File: src/rtl/sliding_window_buffer.sv
// ============================================================================
//  Module      : sliding_window_buffer
//  Description : Raster-order pixel stream to KxK sliding window. The block
//                buffers K-1 image rows in circular line buffers indexed by
//                column and flags only windows that lie fully inside the image.
//  Revision    : 1.0  initial release
// ============================================================================
`default_nettype none

module sliding_window_buffer #(
    parameter int KERNEL_SIZE = 3,
    parameter int DATA_SIZE   = 8,
    parameter int ROW_SIZE    = 28,
    parameter int COLUMN_SIZE = 28
) (
    input  logic                                         clk,
    input  logic                                         rst,
    input  logic [DATA_SIZE-1:0]                         pixel_in,
    input  logic                                         pixel_in_valid,
    output logic [KERNEL_SIZE*KERNEL_SIZE*DATA_SIZE-1:0] window_out,
    output logic                                         window_valid,
    output logic                                         frame_done
);

    localparam int C_NLB   = KERNEL_SIZE - 1;
    localparam int C_COL_W = (ROW_SIZE > 1) ? $clog2(ROW_SIZE) : 1;
    localparam int C_ROW_W = (COLUMN_SIZE > 1) ? $clog2(COLUMN_SIZE) : 1;

    localparam logic [C_COL_W-1:0] C_COL_LAST = C_COL_W'(ROW_SIZE - 1);
    localparam logic [C_ROW_W-1:0] C_ROW_LAST = C_ROW_W'(COLUMN_SIZE - 1);
    localparam logic [C_COL_W-1:0] C_COL_MIN  = C_COL_W'(KERNEL_SIZE - 1);
    localparam logic [C_ROW_W-1:0] C_ROW_MIN  = C_ROW_W'(KERNEL_SIZE - 1);

    // Position of the pixel that will be accepted next.
    logic [C_COL_W-1:0] col_q, col_d;
    logic [C_ROW_W-1:0] row_q, row_d;

    // Window register, indexed [row][column]; [0][0] is top-left. Packing
    // this way makes element r*K+c land at bits (r*K+c)*DATA_SIZE.
    logic [KERNEL_SIZE-1:0][KERNEL_SIZE-1:0][DATA_SIZE-1:0] win_q, win_d;

    logic window_valid_q;
    logic frame_done_q;

    // Line-buffer read data: entry n holds the pixel from n+1 rows above.
    logic [C_NLB-1:0][DATA_SIZE-1:0]       w_lb_rd;
    // Incoming right-hand column of the window, top (oldest row) first.
    logic [KERNEL_SIZE-1:0][DATA_SIZE-1:0] w_new_col;

    logic w_last_col;
    logic w_last_row;
    logic w_in_image;

    assign w_last_col = (col_q == C_COL_LAST);
    assign w_last_row = (row_q == C_ROW_LAST);
    assign w_in_image = (row_q >= C_ROW_MIN) && (col_q >= C_COL_MIN);

    // Each buffer is a circular RAM addressed by column: reading the slot
    // about to be overwritten yields the same column one row earlier, and
    // that evicted value cascades into the next buffer.
    generate
        for (genvar n = 0; n < C_NLB; n++) begin : g_lb
            logic [DATA_SIZE-1:0] mem_q [ROW_SIZE];
            logic [DATA_SIZE-1:0] w_wr;

            if (n == 0) begin : g_head
                assign w_wr = pixel_in;
            end else begin : g_tail
                assign w_wr = w_lb_rd[n-1];
            end

            assign w_lb_rd[n] = mem_q[col_q];

            // RAM write on every accepted pixel; contents deliberately not reset.
            always_ff @(posedge clk) begin
                if (pixel_in_valid) begin
                    mem_q[col_q] <= w_wr;
                end
            end
        end
    endgenerate

    generate
        for (genvar r = 0; r < KERNEL_SIZE; r++) begin : g_col
            if (r == KERNEL_SIZE - 1) begin : g_live
                assign w_new_col[r] = pixel_in;
            end else begin : g_buf
                assign w_new_col[r] = w_lb_rd[KERNEL_SIZE-2-r];
            end
        end
    endgenerate

    // Raster position counters: column wraps into row, row wraps at frame end.
    always_comb begin
        col_d = col_q;
        row_d = row_q;
        if (pixel_in_valid) begin
            if (w_last_col) begin
                col_d = '0;
                row_d = w_last_row ? '0 : row_q + C_ROW_W'(1);
            end else begin
                col_d = col_q + C_COL_W'(1);
            end
        end
    end

    // Window shifts left by one column per accepted pixel.
    always_comb begin
        win_d = win_q;
        if (pixel_in_valid) begin
            for (int r = 0; r < KERNEL_SIZE; r++) begin
                for (int c = 0; c < KERNEL_SIZE - 1; c++) begin
                    win_d[r][c] = win_q[r][c+1];
                end
                win_d[r][KERNEL_SIZE-1] = w_new_col[r];
            end
        end
    end

    // State and output registers; async reset clears everything but the RAMs.
    always_ff @(posedge clk or posedge rst) begin
        if (rst) begin
            col_q          <= '0;
            row_q          <= '0;
            win_q          <= '0;
            window_valid_q <= 1'b0;
            frame_done_q   <= 1'b0;
        end else begin
            col_q          <= col_d;
            row_q          <= row_d;
            win_q          <= win_d;
            window_valid_q <= pixel_in_valid && w_in_image;
            frame_done_q   <= pixel_in_valid && w_last_col && w_last_row;
        end
    end

    assign window_out   = win_q;
    assign window_valid = window_valid_q;
    assign frame_done   = frame_done_q;

endmodule

`default_nettype wire

File: config.mk
export PLATFORM = sky130hd
export DESIGN_NAME = sliding_window_buffer
export DESIGN_NICKNAME = d
export VERILOG_FILES = /design/src/rtl/sliding_window_buffer.sv
export SDC_FILE = /design/constraint.sdc
export NUM_CORES = 1
export LEC_CHECK = 0
export ABC_AREA = 1
export ABC_CLOCK_PERIOD_IN_PS = 3050
export CAP_MARGIN = 10
export CORE_MARGIN = 3
export CORE_UTILIZATION = 55
export CTS_CLUSTER_DIAMETER = 100
export DETAILED_ROUTE_END_ITERATION = 7
export PLACE_DENSITY = 0.73
export SLEW_MARGIN = 0
export SYNTH_ARGS = -nofsm -noshare
export SYNTH_HDL_FRONTEND = slang
export SYNTH_SLANG_ARGS = --single-unit
export TNS_END_PERCENT = 50
File: constraint.sdc
create_clock -name clk -period 3.05 [get_ports clk]
set_clock_uncertainty 0.05 [all_clocks]
set_input_delay 0.61 -clock clk [delete_from_list [all_inputs] [get_ports clk]]
set_output_delay 0.61 -clock clk [all_outputs]
set_load 0.05 [all_outputs]
==> summary.txt, run 1 <==
Routing
  – Drc violations: 0
  – Total Wirelength: 56100 microns
  – Wire length per cell: slightly below 20 microns
  – Post-route ant nets: 0
  – 1st-iter DRT viols: roughly 1800
  – DR pass1 iterations: 5
  – DR vias: 15500
  – Vias per cell: 5.35

Synth
  – Unique masters post-synth: 26
  – Synth Area in Simple Gates: 0.222
  – Syn Nets: between 2000 and 2500
  – Synth Area in Compound Gates: 0.0157
  – Mux share of post-synthesis cell area: 0
  – Synth area leader: edfxtp_1
  – Yosys top cell area share: 0.602
  – Syn avg cell area: between 10 and 15 sq um
  – Yosys reg bits: around 530
  – Largest family of logic cells by synthesized area: simple AND/OR/NAND/NOR gates
  – Synth warn: 0
  – Post-Syn Area: between 0.02 and 0.025 sq mm
  – XOR/XNOR Fraction of Synth Area: 0
  – Area contributors post-synth: edfxtp_1 (60%), nand2_1 (17%), dfrtp_1 (9.4%)
  – Synth Area in Adders: 0.00336
  – Register area share after synthesis: 0.696
  – Post-Synthesis Cells: roughly 2200

Status
  – Status: finished, final reports clean

Timing
  – Final hold vios: 0
  – Max_slew headroom: 0.615
  – Final Critical Period: 2690 ps
  – Fin. max-slew vios: 0
  – Worst-Margin Slew: just under 600 ps
  – RSZ-0062 raised after global routing: false
  – Period utilisation layout: 0.882
  – Setup_tns: 0 ps
  – WHS: slightly above 200 ps
  – Fin worst setup slack: around 360 ps
  – Fmax achieved: 0.372 GHz
  – Final Setup Violations: 0

Floorplan
  – Die X: between 200 and 250 microns
  – Total die area: ~0.043 sq mm
  – Die height: between 200 and 250 microns
  – Rows: 73
  – Starting density of the core: 0.560
  – Ports: 85
  – CORE AREA: around 0.040 sq mm

Layout
  – Share of cells above drive strength 1: 0.0759
  – Fillers: about 3000
  – Area Overhead vs Synth: 16.1%
  – Commonest non-fill, non-tap cell in the layout: nand2_1
  – Nets: around 2300
  – Commonest non-fill, non-tap cells in the layout: nand2_1 (992), edfxtp_1 (448), inv_1 (238)
  – Post-route cell area: roughly 0.026 sq mm

Min path
  – HP Class: input port to asynchronous set/reset pin

CTS
  – CTS tree: yes
  – # resized after CTS: 0
  – Clock tree root driver cell: clkbuf_16
  – H-tree levels: 2
  – Clock buffer depth: 3
  – Worst-Skew Late Latency: 590 ps
  – Post-CTS setup buffer count: 0
  – Hold buffer count at CTS: 0
  – Clock slew at reported path FFs: 60 ps
  – Num CTS Buffers: just over 50
  – # clock sinks: between 500 and 600

Pwr
  – Power Internal: roughly 0.016 W
  – Logic pwr share: 0.342
  – Pwr Density: between 900 and 1000 mW/mm^2
  – Clk pwr share: 0.258
  – Sequential power share: 0.400
  – VDD IR max: 661 uV
  – Switching share of power: 0.367
  – NetSw: 0.00941 W
  – LEAKAGE: 11.4 nW

Critical path
  – Crit start category: flip-flop
  – Largest fanout on the critical path: 78
  – Slowest cell delay on critical path: 590 ps
  – Crit path DAT: between 3000 and 4000 ps
  – Worst R2R Start: col_q[1]
  – CP Capture Type: flip-flop
  – Top Family by Delay on Critical Path: buffers and inverters
  – Worst setup path startpoint: col_q[1]
  – Slowest cell on crit path: dfrtp_4
  – WS Path Type: flip-flop to flip-flop
  – WP data required: 3480 ps
  – Count of buffer and inverter cells on the critical path: 5
  – Critical path cell sequence: buf_12 -> buf_4 -> ha_1 -> nand2_1 -> inv_1 -> nand2_1 -> inv_1 -> buf_4 -> nor2_1 -> a211oi_1

GRT
  – Gr ovfl total: 0
  – Global-route total usage across every layer: 0.261
  – Initial antenna violation count: 1
  – Global-route wire length before repair: between 80000 and 90000 microns
  – Vias in the first global route: 15100
  – Pin count of the biggest net entering global routing: 95

Place
  – Hpwl dp: about 35000 microns
  – PortBufs: between 80 and 90
  – Pre-CTS setup slack: ~460 ps
  – Routability Congestion: around 0.94
  – Placed instance area: between 0.02 and 0.025 sq mm

Job
  – Max_cap viols: 0
## logic make-up after synthesis
logic type,after synthesis
and+or+nand+nor,1260
buffers and inverters,342
AOI/OAI and AO/OA,69
adders and majority gates,6
DFF,532
## path summary, 6_finish.rpt
check                            endpoint  slack [ps]  depth (start not counted)
setup / recovery                 row_q[1]         360                         10
hold / removal              window_out[4]         210                          2
setup reg to reg                 row_q[1]         360                         10
hold reg to reg             window_out[5]         420                          2
max in group asynchronous        col_q[0]        2050                          3
min in group clk           window_out[50]         390                          3
## power groups by stage
stage / clock network, W / registers [W] / logic (W)
after global routing: 0.00695 / 0.0103 / 0.00944
after floorplan: 0 / 0.0113 / 0.00397
final: 0.00662 / 0.0102 / 0.00875
after CTS: 0.00669 / 0.0102 / 0.00870
after global placement: 0 / 0.0104 / 0.00853
after detailed placement: 0 / 0.0104 / 0.00867
## synth_stat cells
master,instances
nor2_1,115
nor2_2,3
a21oi_1,18
nand3_1,133
nor2_4,1
clkbuf_2,1
dfrtp_1,84
nor3b_1,2
inv_1,240
buf_6,1
inv_2,3
nor3_1,4
or2_2,1
buf_4,9
nand3_2,6
o21ai_1,1
buf_2,56
ha_1,6
buf_1,4
o21ai_0,48
a211oi_1,2
nand4_1,1
clkbuf_1,28
nand2_1,992
nor4_1,2
edfxtp_1,448
## worst register-to-register path: stages, from the launching register on
cell and delay, ps:
dfrtp_4 590, buf_12 380, buf_4 400, ha_1 170, nand2_1 60, inv_1 110
nand2_1 240, inv_1 150, buf_4 210, nor2_1 70, a211oi_1 170
## cell type report
cell class / instances / area (sq um) / share of cell area
Sequential cell: 532 / 15600 / 0.600
Multi-Input combinational cell: 1335 / 5400 / 0.208
Timing Repair Buffer: 168 / 1650 / 0.0637
Clock buffer: 64 / 1390 / 0.0535
Inverter: 243 / 921 / 0.0355
Tap cell: 525 / 657 / 0.0253
Clock inverter: 30 / 374 / 0.0144
Antenna cell: 1 / 2.50 / 0.0000964
## per-stage QoR
step / util / std cells / total power [W]
2_1_floorplan: - / 2209 / 0.0153
3_3_place_gp: 0.606 / 2803 / 0.0189
3_5_place_dp: 0.606 / 2803 / 0.0191
4_1_cts: 0.650 / 2897 / 0.0256
5_1_grt: 0.650 / 2897 / 0.0267
6_report: 0.650 / 2898 / 0.0256
## flip-flops by register name (all words and copies together), names as in the netlist
name	cells
g_lb.mem_q	448
window_out	72
col_q	5
row_q	5
frame_done	1
window_valid	1
## per-layer routing
| layer | vias up | part of all wire | wire (microns) | track usage |
|---|---|---|---|---|
| met4 | 0 | 0.034 | 1910 | 0.0976 |
| met2 | 714 | 0.48 | 27200 | 0.426 |
| met5 | - | 0 | 0 | 0 |
| li1 | 7287 | - | - | - |
| met3 | 129 | 0.093 | 5200 | 0.0453 |
| met1 | 7376 | 0.39 | 21800 | 0.357 |
Note: power is estimated with default switching activity, not from simulation.
==> run 2, diff against run 1 <==
--- a/config.mk
+++ b/config.mk
@@ -13,6 +13,7 @@
 export CTS_CLUSTER_DIAMETER = 100
 export DETAILED_ROUTE_END_ITERATION = 7
 export PLACE_DENSITY = 0.73
+export REMOVE_ABC_BUFFERS = 1
 export SLEW_MARGIN = 0
 export SYNTH_ARGS = -nofsm -noshare
 export SYNTH_HDL_FRONTEND = slang
==> run 2 against run 1 <==
Final area shrank 0.37%. Utilization shrank 0.24 points. Die area is the same. Total power shrank 1.2%. Worst hold slack gained 120 ps. Largest cell class unchanged. Largest power group unchanged. Highest routed layer unchanged.
==> summary.txt, run 2 (synthesized netlist as in run 1, its figures left out) <==
Timing
  – Fin. max-slew vios: 0 (unchanged)
  – Final hold vios: 0 (unchanged)
  – Fmax achieved: 0.385 GHz (+3.5%)
  – Setup_tns: 0 ps (unchanged)
  – Period utilisation layout: 0.852 (-0.0302)
  – Worst-Margin Slew: 863 ps (+287 ps)
  – Final Setup Violations: 0 (unchanged)
  – RSZ-0062 raised after global routing: false
  – Final Critical Period: 2600 ps (-92.2 ps)
  – Max_slew headroom: 0.424 (-0.191)

GRT
  – Initial antenna violation count: 0 (-1)
  – Gr ovfl total: 0 (unchanged)
  – Global-route total usage across every layer: 0.263 (+0.00195)
  – Global-route wire length before repair: 87700 microns (+0.52%)
  – Vias in the first global route: 15300 (+1.3%)
  – Pin count of the biggest net entering global routing: 98 (+3.2%)

CTS
  – Clock slew at reported path FFs: 60 ps (about the same)
  – Clock tree root driver cell: clkbuf_16
  – Hold buffer count at CTS: 0 (unchanged)
  – Clock buffer depth: 3 (unchanged)
  – CTS tree: yes
  – H-tree levels: 2 (unchanged)
  – # resized after CTS: 0 (unchanged)
  – Post-CTS setup buffer count: 0 (unchanged)
  – Worst-Skew Late Latency: 610 ps (+20 ps)
  – Num CTS Buffers: 53 (+3.9%)
  – # clock sinks: 532 (unchanged)

Critical path
  – Largest fanout on the critical path: 25 (-68%)
  – Worst R2R Start: col_q[0]
  – R2R depth: 8 (-2)
  – CP Capture Type: flip-flop
  – Reg-to-reg endpoint: g_lb[1].mem_q[23][1]
  – WP data required: 3340 ps (-140 ps)
  – Crit path DAT: 2890 ps (-230 ps)
  – Crit start category: flip-flop
  – Worst setup path startpoint: col_q[0]
  – WS Path Type: flip-flop to flip-flop
  – R2R Setup Slk: 450 ps (+90 ps)

Layout
  – Multi-input logic area: 0.00540 sq mm (unchanged)
  – Fillers: 3007 (+1.6%)
  – Seq. cell area: 0.0156 sq mm (unchanged)
  – Area Overhead vs Synth: 15.7%
  – Top reg by flops: g_lb.mem_q
  – Max FFs per register: 448 (unchanged)
  – # diodes: 0 (-1)
  – Commonest non-fill, non-tap cells in the layout: nand2_1 (992), edfxtp_1 (448), inv_1 (238)
  – Commonest non-fill, non-tap cell in the layout: nand2_1
  – Share of cells above drive strength 1: 0.0758 (-0.000128)
  – Nets: 2351 (+0.13%)

Place
  – Routability Congestion: 0.903 (-3.4%)
  – Hpwl dp: 34300 microns (-2.2%)
  – PortBufs: 84 (unchanged)

Floorplan
  – Ports: 85 (unchanged)
  – Starting density of the core: 0.560 (unchanged)
  – Die X: 208 microns (unchanged)
  – CORE AREA: 0.0399 sq mm (unchanged)
  – Die height: 208 microns (unchanged)
  – Total die area: 0.0431 sq mm (unchanged)
  – Rows: 73 (unchanged)

Min path
  – HP Class: input port to asynchronous set/reset pin

Routing
  – DR vias: 15700 (+1.1%)
  – Vias per cell: 5.40 (+1.0%)
  – 1st-iter DRT viols: 1901 (+8.0%)
  – Post-route ant nets: 0 (unchanged)
  – DR pass1 iterations: 6 (+1)
  – Wire length per cell: 19.6 microns (+1.3%)
  – Drc violations: 0 (unchanged)
  – Met3 wire length: 5510 microns (+6.1%)
  – Total Wirelength: 56900 microns (+1.4%)
  – Met2 wire len: 26300 microns (-3.1%)
  – Met1 wire length: 22500 microns (+3.2%)
  – Max Used Layer: met4

Status
  – Status: finished, final reports clean

Pwr
  – VDD IR max: 567 uV (-14%)
  – Pwr Density: 979 mW/mm^2 (-0.81%)
  – LEAKAGE: 11.4 nW (-0.27%)
  – Total power: 0.0253 W (-1.2%)

Job
  – Max_cap viols: 0 (unchanged)
run 2: worst max-delay path by stage:
stage,to,slack (ps)
6_report,g_lb[1].mem_q[23][1],450
5_1_grt,g_lb[1].mem_q[1][2],350
4_1_cts,window_out[43],480
3_5_place_dp,g_lb[1].mem_q[26][1],550
3_3_place_gp,g_lb[1].mem_q[1][6],610
2_1_floorplan,g_lb[1].mem_q[0][7],-5150
run 2: worst max-delay path: stages, from the launching register on:
cell,delay (ps)
dfrtp_4,520
inv_6,180
buf_4,360
nand2_1,110
nand3_1,120
a21oi_1,120
nor2_1,310
nand3_2,290
buf_12,250
run 2: through the flow:
step,util,worst slack [ps],hold slack (ps),cell area [sq um],std cells
after detailed placement,0.605,548,408,24100,2804
after global routing,0.648,346,362,25900,2901
final,0.648,451,331,25900,2901
after CTS,0.648,481,319,25900,2901
after global placement,0.605,613,404,24100,2804
after floorplan,-,-5150,463,21900,2110
run 2: per-layer routing:
| layer | track usage | vias up |
|---|---|---|
| met4 | 0.117 | 0 |
| met3 | 0.0562 | 149 |
| met1 | 0.360 | 7476 |
| li1 | - | 7294 |
| met2 | 0.412 | 760 |
| met5 | 0 | - |
run 2: cell type report:
cell class,instances,area share
sequential,532,0.602
tap,525,0.0254
clock inverter,20,0.00653
inverter,243,0.0356
clock buffer,77,0.0597
timing repair buffer,169,0.0623
multi-input combinational,1335,0.209
run 2: report_power, final:
part / total, W / switching (W) / internal, W / leakage (nW)
clock network: 0.00643 / 0.00268 / 0.00374 / 0.846
logic: 0.00868 / 0.00634 / 0.00234 / 5.43
registers: 0.0102 / 0.000373 / 0.00983 / 5.08
total: 0.0253 / 0.00940 / 0.0159 / 11.4
